### src/rtl/disp_scan_ctrl_pkg.sv
// Shared constants and helpers for the multiplexed HH:MM:SS display scanner.
// Digit 0 is the leftmost (hour tens); digit 5 is the rightmost (second units).
package disp_scan_ctrl_pkg;

    localparam logic [2:0] DIG_H10 = 3'd0;
    localparam logic [2:0] DIG_H1  = 3'd1;
    localparam logic [2:0] DIG_M10 = 3'd2;
    localparam logic [2:0] DIG_M1  = 3'd3;
    localparam logic [2:0] DIG_S10 = 3'd4;
    localparam logic [2:0] DIG_S1  = 3'd5;

    typedef enum logic [1:0] {
        FLD_HOUR = 2'd0,
        FLD_MIN  = 2'd1,
        FLD_SEC  = 2'd2
    } field_e;

    typedef enum logic [1:0] {
        BLINK_NONE = 2'd0,
        BLINK_HOUR = 2'd1,
        BLINK_MIN  = 2'd2,
        BLINK_SEC  = 2'd3
    } blink_sel_e;

    // Active-high segments, bit order {dp,g,f,e,d,c,b,a}
    function automatic logic [7:0] seg_code(input logic [3:0] d);
        logic [7:0] code;
        case (d)
            4'd0:    code = 8'h3F;
            4'd1:    code = 8'h06;
            4'd2:    code = 8'h5B;
            4'd3:    code = 8'h4F;
            4'd4:    code = 8'h66;
            4'd5:    code = 8'h6D;
            4'd6:    code = 8'h7D;
            4'd7:    code = 8'h07;
            4'd8:    code = 8'h7F;
            4'd9:    code = 8'h6F;
            default: code = 8'h00;
        endcase
        return code;
    endfunction

    function automatic logic [1:0] dig_field(input logic [2:0] d);
        logic [1:0] f;
        case (d)
            DIG_H10, DIG_H1: f = FLD_HOUR;
            DIG_M10, DIG_M1: f = FLD_MIN;
            DIG_S10, DIG_S1: f = FLD_SEC;
            default:         f = FLD_HOUR;
        endcase
        return f;
    endfunction

    function automatic logic [5:0] dig_onehot(input logic [2:0] d);
        logic [5:0] oh;
        case (d)
            DIG_H10: oh = 6'b100000;
            DIG_H1:  oh = 6'b010000;
            DIG_M10: oh = 6'b001000;
            DIG_M1:  oh = 6'b000100;
            DIG_S10: oh = 6'b000010;
            DIG_S1:  oh = 6'b000001;
            default: oh = 6'b000000;
        endcase
        return oh;
    endfunction

endpackage

### src/rtl/disp_scan_ctrl_clock_sep.sv
// Splits a 0..99 value into tens/units segment codes; out-of-range values
// show as zero on both digits.
module disp_scan_ctrl_clock_sep
    import disp_scan_ctrl_pkg::*;
(
    input  logic [6:0] NUMBER,
    output logic [7:0] N10,
    output logic [7:0] N1
);

    logic [3:0] tens_s;
    logic [3:0] units_s;

    // Decimal split and segment encoding
    always_comb begin
        if (NUMBER > 7'd99) begin
            tens_s  = 4'd0;
            units_s = 4'd0;
        end else begin
            tens_s  = 4'(NUMBER / 7'd10);
            units_s = 4'(NUMBER % 7'd10);
        end
        N10 = seg_code(tens_s);
        N1  = seg_code(units_s);
    end

endmodule

### src/rtl/disp_scan_ctrl.sv
// Six-digit HH:MM:SS scan controller: snapshot, slot prescaler, digit
// sequencer with anti-ghost blanking and set-mode field blinking.
module disp_scan_ctrl
    import disp_scan_ctrl_pkg::*;
#(
    parameter int SCAN_DIV     = 50000,
    parameter int BLANK_CYC    = 2,
    parameter int BLINK_FRAMES = 64
) (
    input  logic       CLK,
    input  logic       RST,
    input  logic [6:0] HOUR,
    input  logic [6:0] MIN,
    input  logic [6:0] SEC,
    input  logic       LOAD,
    input  logic [1:0] BLINK_SEL,
    output logic [7:0] SEG_DATA,
    output logic [5:0] DIG_SEL,
    output logic       FRAME_START
);

    localparam int CNT_W  = $clog2(SCAN_DIV);
    localparam int FCNT_W = (BLINK_FRAMES > 1) ? $clog2(BLINK_FRAMES) : 1;
    localparam logic [CNT_W-1:0]  CNT_LAST  = CNT_W'(SCAN_DIV - 1);
    localparam logic [CNT_W-1:0]  CNT_EN    = CNT_W'((BLANK_CYC > 0) ? BLANK_CYC - 1 : 0);
    localparam logic [FCNT_W-1:0] FCNT_LAST = FCNT_W'(BLINK_FRAMES - 1);
    localparam bit                HAS_BLANK = (BLANK_CYC > 0);

    logic [CNT_W-1:0]  cnt_q, cnt_d;
    logic [2:0]        dig_q, dig_d;
    logic              primed_q, primed_d;
    logic [6:0]        snap_hour_q, snap_hour_d;
    logic [6:0]        snap_min_q, snap_min_d;
    logic [6:0]        snap_sec_q, snap_sec_d;
    logic [FCNT_W-1:0] fcnt_q, fcnt_d;
    logic              blink_phase_q, blink_phase_d;
    logic [7:0]        seg_q, seg_d;
    logic [5:0]        dig_sel_q, dig_sel_d;
    logic              frame_start_q, frame_start_d;

    logic       wrap_s;
    logic       en_edge_s;
    logic       frame_s;
    logic [2:0] next_dig_s;
    logic [6:0] num_s;
    logic [7:0] n10_s;
    logic [7:0] n1_s;
    logic [2:0] en_dig_s;
    logic       en_primed_s;
    logic       en_phase_s;
    logic       blink_hit_s;

    assign wrap_s     = (cnt_q == CNT_LAST);
    assign en_edge_s  = HAS_BLANK ? (cnt_q == CNT_EN) : wrap_s;
    assign next_dig_s = (dig_q == DIG_S1) ? DIG_H10 : dig_q + 3'd1;
    assign frame_s    = wrap_s && (dig_q == DIG_S1);

    // Converter input: the snapshot field owning the digit about to be shown
    always_comb begin
        case (dig_field(next_dig_s))
            FLD_HOUR: num_s = snap_hour_q;
            FLD_MIN:  num_s = snap_min_q;
            FLD_SEC:  num_s = snap_sec_q;
            default:  num_s = 7'd0;
        endcase
    end

    disp_scan_ctrl_clock_sep u_clock_sep (
        .NUMBER (num_s),
        .N10    (n10_s),
        .N1     (n1_s)
    );

    // State register
    always_ff @(posedge CLK) begin
        if (RST) begin
            cnt_q         <= '0;
            dig_q         <= DIG_S1;
            primed_q      <= 1'b0;
            snap_hour_q   <= 7'd0;
            snap_min_q    <= 7'd0;
            snap_sec_q    <= 7'd0;
            fcnt_q        <= '0;
            blink_phase_q <= 1'b0;
            seg_q         <= 8'h00;
            dig_sel_q     <= 6'b000000;
            frame_start_q <= 1'b0;
        end else begin
            cnt_q         <= cnt_d;
            dig_q         <= dig_d;
            primed_q      <= primed_d;
            snap_hour_q   <= snap_hour_d;
            snap_min_q    <= snap_min_d;
            snap_sec_q    <= snap_sec_d;
            fcnt_q        <= fcnt_d;
            blink_phase_q <= blink_phase_d;
            seg_q         <= seg_d;
            dig_sel_q     <= dig_sel_d;
            frame_start_q <= frame_start_d;
        end
    end

    // Next state: prescaler, digit sequencer, snapshot, blink frame counter
    always_comb begin
        if (wrap_s) begin
            cnt_d    = '0;
            dig_d    = next_dig_s;
            primed_d = 1'b1;
        end else begin
            cnt_d    = cnt_q + CNT_W'(1);
            dig_d    = dig_q;
            primed_d = primed_q;
        end

        if (LOAD) begin
            snap_hour_d = HOUR;
            snap_min_d  = MIN;
            snap_sec_d  = SEC;
        end else begin
            snap_hour_d = snap_hour_q;
            snap_min_d  = snap_min_q;
            snap_sec_d  = snap_sec_q;
        end

        if (frame_s && (fcnt_q == FCNT_LAST)) begin
            fcnt_d        = '0;
            blink_phase_d = ~blink_phase_q;
        end else if (frame_s) begin
            fcnt_d        = fcnt_q + FCNT_W'(1);
            blink_phase_d = blink_phase_q;
        end else begin
            fcnt_d        = fcnt_q;
            blink_phase_d = blink_phase_q;
        end
    end

    // Output next values; without blanking the enable coincides with the
    // wrap, so it looks at the slot being entered rather than the current one
    always_comb begin
        if (HAS_BLANK) begin
            en_dig_s    = dig_q;
            en_primed_s = primed_q;
            en_phase_s  = blink_phase_q;
        end else begin
            en_dig_s    = next_dig_s;
            en_primed_s = 1'b1;
            en_phase_s  = blink_phase_d;
        end

        blink_hit_s = en_phase_s && (BLINK_SEL != BLINK_NONE)
                      && (dig_field(en_dig_s) == 2'(BLINK_SEL - 2'd1));

        if (wrap_s && next_dig_s[0]) begin
            seg_d = n1_s;
        end else if (wrap_s) begin
            seg_d = n10_s;
        end else begin
            seg_d = seg_q;
        end

        if (en_edge_s && en_primed_s && !blink_hit_s) begin
            dig_sel_d = dig_onehot(en_dig_s);
        end else if (en_edge_s || wrap_s) begin
            dig_sel_d = 6'b000000;
        end else begin
            dig_sel_d = dig_sel_q;
        end

        frame_start_d = frame_s;
    end

    assign SEG_DATA    = seg_q;
    assign DIG_SEL     = dig_sel_q;
    assign FRAME_START = frame_start_q;

endmodule

### config.mk
export PLATFORM = sky130hd
export DESIGN_NAME = disp_scan_ctrl
export DESIGN_NICKNAME = d
export VERILOG_FILES = /design/src/rtl/disp_scan_ctrl_pkg.sv /design/src/rtl/disp_scan_ctrl_clock_sep.sv /design/src/rtl/disp_scan_ctrl.sv
export SDC_FILE = /design/constraint.sdc
export NUM_CORES = 1
export LEC_CHECK = 0
export ABC_AREA = 0
export BUFFER_PORTS_ARGS = -buffer_cell sky130_fd_sc_hd__clkbuf_2
export CAP_MARGIN = 10
export CORE_MARGIN = 8
export CORE_UTILIZATION = 40
export CTS_BUF_LIST = sky130_fd_sc_hd__clkbuf_8
export CTS_CLUSTER_DIAMETER = 60
export DETAILED_ROUTE_END_ITERATION = 16
export PLACE_DENSITY_LB_ADDON = 0.2
export SYNTH_ARGS = -nofsm -noshare
export SYNTH_HDL_FRONTEND = slang
export SYNTH_SLANG_ARGS = --single-unit
### constraint.sdc
create_clock -name CLK -period 6.4 [get_ports CLK]
set_input_delay 0.96 -clock CLK [delete_from_list [all_inputs] [get_ports CLK]]
set_output_delay 0.96 -clock CLK [all_outputs]
set_load 0.03 [all_outputs]
==> out/qor.csv, run 1 <==
metric;value;unit
syn_inst;433;
synth_warnings;0;
yosys-mux-area-fraction;9.60;%
slowest_stage;dfxtp_1;
initial_utilization;40.7;%
ctsLongestPathBuffers;2;
crit_type;register to register;
grt_use_total;14.4;%
final.min_clock_period;5890;ps
synth-compound-area-share;17.4;%
path_clk_slew;70;ps
grt_pass1_wl;15.1;mm
grt_use_met3;3.11;%
grt_use_met1;17.3;%
placementRows;35;
postCtsHoldBufs;0;
synthAdderAreaFrac;6.72;%
critPathArrivalTime;6120;ps
clockPowerShare;33.4;%
synth_cell_types;69;
vias_per_cell;5.50;
power_switching;0.256;mW
total_power;0.873;mW
worstMarginPinSlew;918;ps
whs_path_depth;1;
switching_share;29.3;%
fp.dieH;113;microns
place_congestion;0.861;
worstSetupStartpointType;register;
reg2reg_to;SEG_DATA[4];
ir_drop;153;uV
area.growth.synth_to_final;11.9;%
p_leak;1.79;nW
routed_wl;8.93;mm
register_area;1240;sq um
port_buffers;39;
synth-main-ff-cell;dfxtp_1;
cts_resized;0;
r2r-start;dig_q[0];
die_w;113;microns
cp_max_fo;15;
worst_setup_path_end_kind;register;
grt_use_met2;24.8;%
final_util;45.6;%
dpl_cell_area;4010;sq um
drc_errors;0;
crit_required;6640;ps
ant_nets;0;
slew_headroom;38.8;%
maxCapViolations;0;
cts_root_buf;clkbuf_8;
wl_per_cell;15.3;microns
r2r_slack;510;ps
drt-initial-drc-count;188;
synthSimpleGateAreaFrac;22.9;%
synth_edf_count;0;
clock_sinks;62;
syn_area_per_cell;8.61;sq um
power_frac_comb;20.5;%
num_antenna_cells;0;
fmax;170;MHz
hold_end;cnt_q[0];
fin_area;4170;sq um
tns;0;ps
finalCritPeriodShare;92.0;%
cts_setup_buffers;0;
synth_top_family_by_area;simple AND/OR/NAND/NOR gates;
hold_violations;0;
hpwl;6.76;mm
dp_cells;569;
cts-buffers-inserted;9;
rsz0062_at_grt;no;
h-tree-depth;3;
grt_max_degree;43;
p_per_area;209;nW/um^2
vias;3208;
die_area;12700;sq um
instances_no_fill;583;
yosysSeqAreaShare;33.3;%
crit_path_frequent_cell;inv_1;
clock_latency;330;ps
outcome;finished clean;
hp-class;register to register;
crit_chain;inv_1, nor3_1, or2_2, inv_1, ha_1, a222oi_1, buf_4, and2b_1, a21oi_1, o22ai_1, a311o_1, inv_1, ha_1, and2_1, or3b_1, mux2_4, nand3_1, xnor2_1, nand2_1, inv_1, ha_1, o21ai_0, mux2_4, a211oi_1;
ys_ff_latch;62;
ioPinCount;41;
async_flop_share;0;%
slowest_delay;480;ps
synth_xor_xnor_area_share;5.64;%
fin_nets;515;
worstRegToRegCells;24;
finalSetupViolCount;0;
seqPwrFrac;46.1;%
syn_area;3730;sq um
drive_above_1_share;16.5;%
multi_input_comb_area;2320;sq um
synth_fp_nets;479;
dr.pass1.iters;5;
grt-ovfl-total;0;
power.internal;0.618;mW
drv_slew;0;
grt_pass1_vias;3159;
fillerInstances;944;
antenna_found_initial;0;
skew;10.6;ps
core_area;9150;sq um
cts_tree;yes;
grt.busiest_layer;met2;
min_from;cnt_q[0];
==> power groups by stage <==
stage	Combinational, mW	Clock (mW)	Sequential (mW)
floorplan	0.138	0	0.409
global placement	0.176	0	0.411
detailed placement	0.177	0	0.411
CTS	0.178	0.305	0.403
global route	0.198	0.322	0.404
finish	0.179	0.292	0.403
==> layer usage <==
metal	wire [microns]	up-vias
met5	0	-
met4	129	0
met3	214	10
met2	4460	33
met1	4130	1548
li1	-	1617
==> worst max path at each step <==
stage              from          end  cells after the start
6_report       dig_q[0]  SEG_DATA[4]                     24
3_5_place_dp   dig_q[0]  SEG_DATA[4]                     24
2_1_floorplan  dig_q[0]  SEG_DATA[4]                     24
5_1_grt        dig_q[0]  SEG_DATA[4]                     21
4_1_cts        dig_q[0]  SEG_DATA[4]                     24
3_3_place_gp   dig_q[0]  SEG_DATA[4]                     24
==> sequential cells by signal, summed over array words and instances (netlist names) <==
signal and cells:
fcnt_q 6, blink_phase_q 1, snap_hour_q 7, cnt_q 16, en_primed_s 1, dig_q 3, snap_min_q 7, DIG_SEL 6
FRAME_START 1, snap_sec_q 7, SEG_DATA 7
==> cell families after synthesis <==
group                    Yosys count
AND/OR/NAND/NOR                  172
other                              1
XOR/XNOR                          24
AO/OA/AOI/OAI                     81
flip-flops                        62
multiplexers                      33
buffers and inverters             40
adder cells (fa/ha/maj)           20
==> synthesized netlist by cell type (all sizes together), types with 5 or more instances <==
| cell | n | area, sq um |
|---|---|---|
| inv | 23 | 86.3 |
| a21oi | 11 | 55.1 |
| a22oi | 7 | 52.6 |
| and2 | 5 | 31.3 |
| nor3 | 8 | 40.0 |
| dfxtp | 62 | 1240 |
| a32oi | 6 | 60.1 |
| nor2 | 73 | 274 |
| buf | 8 | 42.5 |
| a222oi | 5 | 50.1 |
| nand2b | 5 | 31.3 |
| clkbuf | 9 | 33.8 |
| o21ai | 12 | 60.1 |
| nand2 | 23 | 88.8 |
| mux2 | 6 | 75.1 |
| mux2i | 27 | 283 |
| ha | 20 | 250 |
| a211oi | 8 | 70.1 |
| nand3 | 16 | 80.1 |
| and3 | 7 | 43.8 |
| xor2 | 12 | 105 |
| nand4 | 6 | 43.8 |
| xnor2 | 12 | 105 |
==> layout by cell type (no fill, tap or decap), drive strengths merged, types with 5 or more instances in the layout <==
| cell | instances |
|---|---|
| xnor2 | 12 |
| inv | 23 |
| a21oi | 11 |
| o21ai | 12 |
| and2 | 5 |
| and3 | 7 |
| nand2 | 23 |
| nand3 | 16 |
| clkbuf | 49 |
| nor2 | 73 |
| mux2 | 6 |
| xor2 | 12 |
| ha | 20 |
| a211oi | 8 |
| nor3 | 8 |
| nand4 | 6 |
| nand2b | 5 |
| a32oi | 6 |
| mux2i | 27 |
| a22oi | 7 |
| a222oi | 5 |
| dfxtp | 62 |
==> critical path: cells and delay by family (launching register included) <==
kind | cells | cell delay, ps
XOR/XNOR | 1 | 150
buffers and inverters | 5 | 650
multiplexers | 2 | 570
adder cells (fa/ha/maj) | 3 | 730
flip-flops | 1 | 480
AO/OA/AOI/OAI | 6 | 1430
AND/OR/NAND/NOR | 7 | 1780
==> layout make-up <==
type,count,share of cell area [%]
Timing Repair Buffer,42,5.22
Clock inverter,4,0.600
Inverter,23,2.07
Clock buffer,10,3.30
Tap cell,111,3.33
Sequential cell,62,29.8
Multi-Input combinational cell,331,55.7
==> through the flow <==
step | hold slack [ps] | setup slack, ps
after detailed placement | 456 | 587
after global routing | 482 | 99.2
final | 467 | 513
after CTS | 471 | 527
after global placement | 444 | 828
after floorplan | 430 | 1060
No activity file was read; power rests on OpenSTA's default activity.
==> run 2, diff against run 1 <==
Settings changed: SYNTH_HIERARCHICAL from default to 1.
==> run 2 against run 1 <==
Against the previous run:
- worst setup slack gained 28 ps
- area after synthesis grew 2.7%
- critical path depth grew 2
- final cell count grew 6.9%
- maximum frequency grew 0.48%
- wire length shrank 3.5%
- non-clock buffer count grew 1
- via count grew 1.1%
- clock power grew 50%
- sequential share of layout area shrank 0.89 points
- flip-flop and latch count grew 1
- first-iteration DRC count shrank 27%
==> out/qor.csv, run 2 <==
metric;value;unit;change
dr.pass1.iters;5;;unchanged
grt_pass1_wl;14.6;mm;-3.1%
drv_slew;0;;unchanged
synthSimpleGateAreaFrac;22.8;%;-0.12 points
crit_required;6650;ps;about the same
worstMarginPinSlew;664;ps;-254 ps
path_clk_slew;70;ps;about the same
cts_root_buf;clkbuf_8;;
antenna_found_initial;0;;unchanged
ys_ff_latch;63;;+1.6%
synth-main-ff-cell;dfxtp_1;;
synth.area.top_cells;dfxtp_1 33%, mux2i_1 8.1%, ha_1 7.5%;;
worstSetupStartpointType;register;;
yosysSeqAreaShare;33.0;%;-0.36 points
hp-class;register to register;;
grt_use_met3;4.49;%;+1.4 points
synth_top_cell_by_area;dfxtp_1;;
cts_tree;yes;;
worst_setup_path_end_kind;register;;
grt_pass1_vias;3069;;-2.8%
ir_drop;108;uV;-29%
h-tree-depth;3;;unchanged
drt-initial-drc-count;137;;-27%
synth_warnings;6;;+6
die_w;114;microns;+1.2%
grt.busiest_layer;met2;;
core_area;9280;sq um;+1.4%
yosys.area.top_type_share;33.0;%;-0.36 points
netlist_top_cells_count;70 x nor2_1, 63 x dfxtp_1, 31 x mux2i_1;;
mostFrequentLayoutCell;nor2_1;;
synthAdderAreaFrac;7.52;%;+0.80 points
setup_ws;542;ps;+28.3 ps
ioPinCount;41;;unchanged
synth_edf_count;0;;unchanged
hold_violations;0;;unchanged
grt_use_met1;17.9;%;+0.56 points
drc_errors;0;;unchanged
maxCapViolations;0;;unchanged
largest_register;cnt_q;;
yosysMostFrequentCell;nor2_1;;
p_leak;1.92;nW;+7.3%
syn_area_per_cell;8.38;sq um;-2.7%
vias_per_cell;5.20;;-5.4%
slew_headroom;55.7;%;+17 points
synth_xor_xnor_area_share;5.23;%;-0.41 points
fmax;171;MHz;+0.48%
p_per_area;237;nW/um^2;+13%
num_antenna_cells;0;;unchanged
clock_latency;340;ps;about the same
wl_per_cell;13.8;microns;-9.7%
crit_type;register to register;;
die_area;13000;sq um;+2.3%
initial_utilization;41.2;%;+0.52 points
skew;6.70;ps;-3.91 ps
synth_top_family_by_area;simple AND/OR/NAND/NOR gates;;
placementRows;35;;unchanged
routed_wl;8.62;mm;-3.5%
fin_hold_ws;476;ps;+9.08 ps
fin_nets;538;;+4.5%
vias;3242;;+1.1%
cp_max_fo;7;;-8
area.growth.synth_to_final;14.1;%;
preCtsSetupSlack;533;ps;-53.9 ps
grt_max_degree;47;;+9.3%
rsz0062_at_grt;no;;
final_util;47.0;%;+1.5 points
final.min_clock_period;5860;ps;-28.3 ps
synth-compound-area-share;17.3;%;-0.10 points
largest_reg_flops;16;;unchanged
syn_area;3830;sq um;+2.7%
ctsLongestPathBuffers;2;;unchanged
finalSetupViolCount;0;;unchanged
yosys-mux-area-fraction;8.40;%;-1.2 points
syn_inst;457;;+5.5%
cts-buffers-inserted;9;;unchanged
place_congestion;0.866;;+0.64%
grt_use_total;13.7;%;-0.73 points
tns;0;ps;unchanged
ant_nets;0;;unchanged
final_cell_mix;70 x nor2_1, 63 x dfxtp_1, 40 x clkbuf_2;;
critPathArrivalTime;6110;ps;about the same
synth_cell_types;69;;unchanged
drive_above_1_share;16.6;%;+0.074 points
dp_cells;607;;+6.7%
instances_no_fill;623;;+6.9%
fp.dieH;114;microns;+1.2%
outcome;finished clean;;
clock_sinks;63;;+1.6%
finalCritPeriodShare;91.5;%;-0.44 points
async_flop_share;0;%;unchanged
hpwl;6.36;mm;-5.9%
grt_use_met2;21.1;%;-3.7 points
port_buffers;40;;+2.6%
grt-ovfl-total;0;;unchanged
==> run 2: final timing paths <==
kind | start | to | slack [ps] | depth (start not counted)
worst max-delay path | dig_q[2] | SEG_DATA[1] | 540 | 26
worst min-delay path | DIG_SEL[2] | DIG_SEL[2] | 480 | 1
worst max register to register | dig_q[2] | SEG_DATA[1] | 540 | 26
worst min register to register | DIG_SEL[2] | DIG_SEL[2] | 480 | 1
==> run 2: cells by family (layout without fill, tap and decap cells) <==
group                      Yosys count  count (layout)
muxes                               32              32
DFF                                 63              63
other                                1               2
AOI/OAI and AO/OA                   85              85
and+or+nand+nor                    178             178
adders and majority gates           23              23
buffers and inverters               53              89
xor gates and xnor gates            22              22
==> run 2: per-layer routing <==
layer  vias to the layer above  share of wire, %  routed length, microns
met5                         -                 0                       0
met4                         0              0.88                      76
met3                         6               4.8                     415
met2                        67                44                    3800
met1                      1505                50                    4320
li1                       1664                 -                       -
==> run 2: metrics by stage <==
stage          area [sq um]  total power [mW]
4_1_cts                4360              1.05
6_report               4370              1.03
2_1_floorplan          3830             0.565
3_5_place_dp           4110             0.605
5_1_grt                4370              1.09
3_3_place_gp           4110             0.603
==> run 2: what timing repair did <==
item	CTS	global route
hold buffers	0	0
endpoints found under the setup margin	0	3
endpoints found under the hold margin	0	0
gates resized for setup	0	1
buffers inserted	0	0
==> run 2: cell type report <==
class	count	area, sq um
repair buffers	43	223
clock inverters	5	104
well taps	129	161
inverters	30	113
clock buffers	11	151
multi-input cells	342	2350
flip-flops and latches	63	1260
fillers	962	4920
==> run 2: power by group <==
group	total [mW]	switching [mW]	internal [mW]
registers	0.408	0.00636	0.401
clock network	0.437	0.157	0.280
logic	0.190	0.108	0.0811
==> run 2: worst max-delay path: stages, from the launching register on <==
cell	delay, ps
dfxtp_1	450
inv_1	90
ha_1	280
nand2b_1	180
inv_1	80
ha_1	190
nor2b_1	440
a222oi_1	160
inv_1	250
inv_1	130
ha_1	280
o21ai_2	240
xnor2_2	210
mux2_1	360
a2bb2oi_1	150
nand2_1	120
inv_1	60
ha_1	200
a31oi_1	280
a21oi_2	160
and2_1	220
or3_1	410
ha_1	330
nand2_1	50
a31oi_1	170
mux2i_1	90
a211oi_1	220
==> run 3, diff against run 2 <==
Settings changed: BUFFER_PORTS_ARGS -buffer_cell sky130_fd_sc_hd__clkbuf_2 to default, CELL_PAD_IN_SITES_DETAIL_PLACEMENT from default to 1, CELL_PAD_IN_SITES_GLOBAL_PLACEMENT from default to 1, DONT_BUFFER_PORTS from default to 1, PLACE_DENSITY_LB_ADDON 0.2 to 0.05.
==> run 3 against run 2 <==
Against the previous run:
- register-to-register slack worse by 20 ps
- die area stayed put
- wire length is 11% higher
- flip-flop and latch count stayed put
- first-iteration DRC count is 34% higher
- power is 0.71% lower
- clock skew is 4.5 ps higher
- sequential power hardly changed
- global-route usage is 2.0 points higher
- combinational power is 6% lower
- via count is 3.0% lower
- clock-buffer cell count stayed put
- critical endpoint is now SEG_DATA[0]
==> out/qor.csv, run 3 (synthesized netlist as in run 2, its figures left out) <==
metric;value;unit;change
vias;3146;;-3.0%
ant_nets;0;;unchanged
fin_nets;498;;-7.4%
grt_use_total;15.7;%;+2.0 points
finalSetupViolCount;0;;unchanged
largest_register;cnt_q;;
outcome;finished clean;;
crit_type;register to register;;
ir_drop;115;uV;+5.9%
worstMarginPinSlew;682;ps;+17.6 ps
crit_required;6640;ps;about the same
grt_pass1_wl;16.6;mm;+14%
worstSetupStartpointType;register;;
wl_per_cell;16.5;microns;+19%
port_buffers;0;;-100%
rsz0062_at_grt;no;;
cts-buffers-inserted;9;;unchanged
fmax;170;MHz;-0.37%
drt-initial-drc-count;183;;+34%
hp-class;register to register;;
p_per_area;246;nW/um^2;+3.7%
crit_path_start;dig_q[2];;
cts_tree;yes;;
ioPinCount;41;;unchanged
vias_per_cell;5.40;;+3.7%
postCtsHoldBufs;0;;unchanged
finalCritPeriodShare;91.9;%;+0.34 points
die_w;114;microns;unchanged
grt-ovfl-total;0;;unchanged
initial_utilization;41.2;%;unchanged
drive_above_1_share;9.47;%;-7.1 points
grt_max_degree;47;;unchanged
cts_root_buf;clkbuf_8;;
grt_pass1_vias;3348;;+9.1%
num_antenna_cells;0;;unchanged
r2r_slack;520;ps;-20 ps
drc_errors;0;;unchanged
cp_max_fo;7;;unchanged
setup_ws;520;ps;-21.8 ps
placementRows;35;;unchanged
hpwl;7.15;mm;+12%
antenna_found_initial;0;;unchanged
skew;11.2;ps;+4.49 ps
fp.dieH;114;microns;unchanged
final_cell_mix;70 x nor2_1, 63 x dfxtp_1, 31 x mux2i_1;;
area.growth.synth_to_final;9.22;%;
worst_setup_path_end_kind;register;;
largest_reg_flops;16;;unchanged
ctsLongestPathBuffers;2;;unchanged
final.min_clock_period;5880;ps;+21.8 ps
path_clk_slew;70;ps;about the same
preCtsSetupSlack;377;ps;-156 ps
routed_wl;9.60;mm;+11%
die_area;13000;sq um;unchanged
slew_headroom;54.1;%;-1.7 points
hold_violations;0;;unchanged
dr.pass1.iters;4;;-1
h-tree-depth;3;;unchanged
r2r-start;dig_q[2];;
place_congestion;0.825;;-4.8%
critPathArrivalTime;6120;ps;about the same
maxCapViolations;0;;unchanged
worstRegToRegCells;25;;-3.8%
tns;0;ps;unchanged
total_power;1.03;mW;-0.71%
core_area;9280;sq um;unchanged
drv_slew;0;;unchanged
crit_end;SEG_DATA[0];;
mostFrequentLayoutCell;nor2_1;;
p_leak;1.75;nW;-8.9%
clock_sinks;63;;unchanged
reg2reg_to;SEG_DATA[0];;
clock_latency;340;ps;about the same
run 3: cell count changes in the layout (fill, tap and decap cells not counted), sizes merged:
cell    change
clkbuf     -40
run 3: layer usage:
layer | global-route usage, % | up-vias | share of wire [%]
li1 | - | 1588 | -
met1 | 19.3 | 1505 | 47
met2 | 26.9 | 43 | 49
met3 | 3.43 | 10 | 3.2
met4 | 4.35 | 0 | 1.0
met5 | 0 | - | 0
run 3: metrics by stage:
step / hold WS (ps) / utilization, % / instances / cell area, sq um
final: 479 / 45.0 / 583 / 4180
after global routing: 509 / 45.0 / 583 / 4180
after CTS: 481 / 44.8 / 583 / 4160
after detailed placement: 463 / 42.1 / 567 / 3910
after global placement: 446 / 42.1 / 567 / 3910
after floorplan: 432 / - / 458 / 3830
run 3: where the power goes:
| part | leakage (nW) | switching, mW | internal [mW] |
|---|---|---|---|
| combinational | 1.11 | 0.103 | 0.0762 |
| clock | 0.130 | 0.160 | 0.280 |
| sequential | 0.512 | 0.00662 | 0.401 |
| total | 1.75 | 0.269 | 0.758 |
run 3: worst max-delay path: stages, from the launching register on:
cell and delay [ps]:
dfxtp_1 430, inv_1 90, ha_1 280, nand2b_1 190
inv_1 80, ha_1 210, a21boi_2 200, a222oi_1 370
inv_1 240, ha_1 330, o21ai_2 300, xnor2_4 190
mux2_1 350, a2bb2oi_1 140, nand2_1 130, inv_1 60
ha_1 210, a31oi_1 310, a21oi_2 170, and2_1 220
or3_1 400, ha_1 220, a211o_1 240, o211ai_1 90
mux2i_1 100, a211oi_1 230
run 3: worst min-delay path by stage:
| stage | cells after the start | endpoint | slack (ps) | start |
|---|---|---|---|---|
| final | 2 | en_primed_s | 480 | en_primed_s |
| after global routing | 1 | cnt_q[0] | 510 | cnt_q[0] |
| after CTS | 2 | fcnt_q[1] | 480 | fcnt_q[1] |
| after detailed placement | 2 | en_primed_s | 460 | en_primed_s |
| after global placement | 2 | en_primed_s | 450 | en_primed_s |
| after floorplan | 2 | en_primed_s | 430 | en_primed_s |
run 3: what timing repair did:
item,in CTS,in global routing
setup buffers,0,0
endpoints found under the setup margin,0,7
gates resized for setup,0,3
run 3: final cells by class:
| class | count | area [sq um] |
|---|---|---|
| Inverter | 30 | 113 |
| Clock inverter | 5 | 104 |
| Tap cell | 129 | 161 |
| Timing Repair Buffer | 3 | 22.5 |
| Fill cell | 1110 | 5100 |
| Clock buffer | 11 | 151 |
| Sequential cell | 63 | 1260 |
| Multi-Input combinational cell | 342 | 2370 |
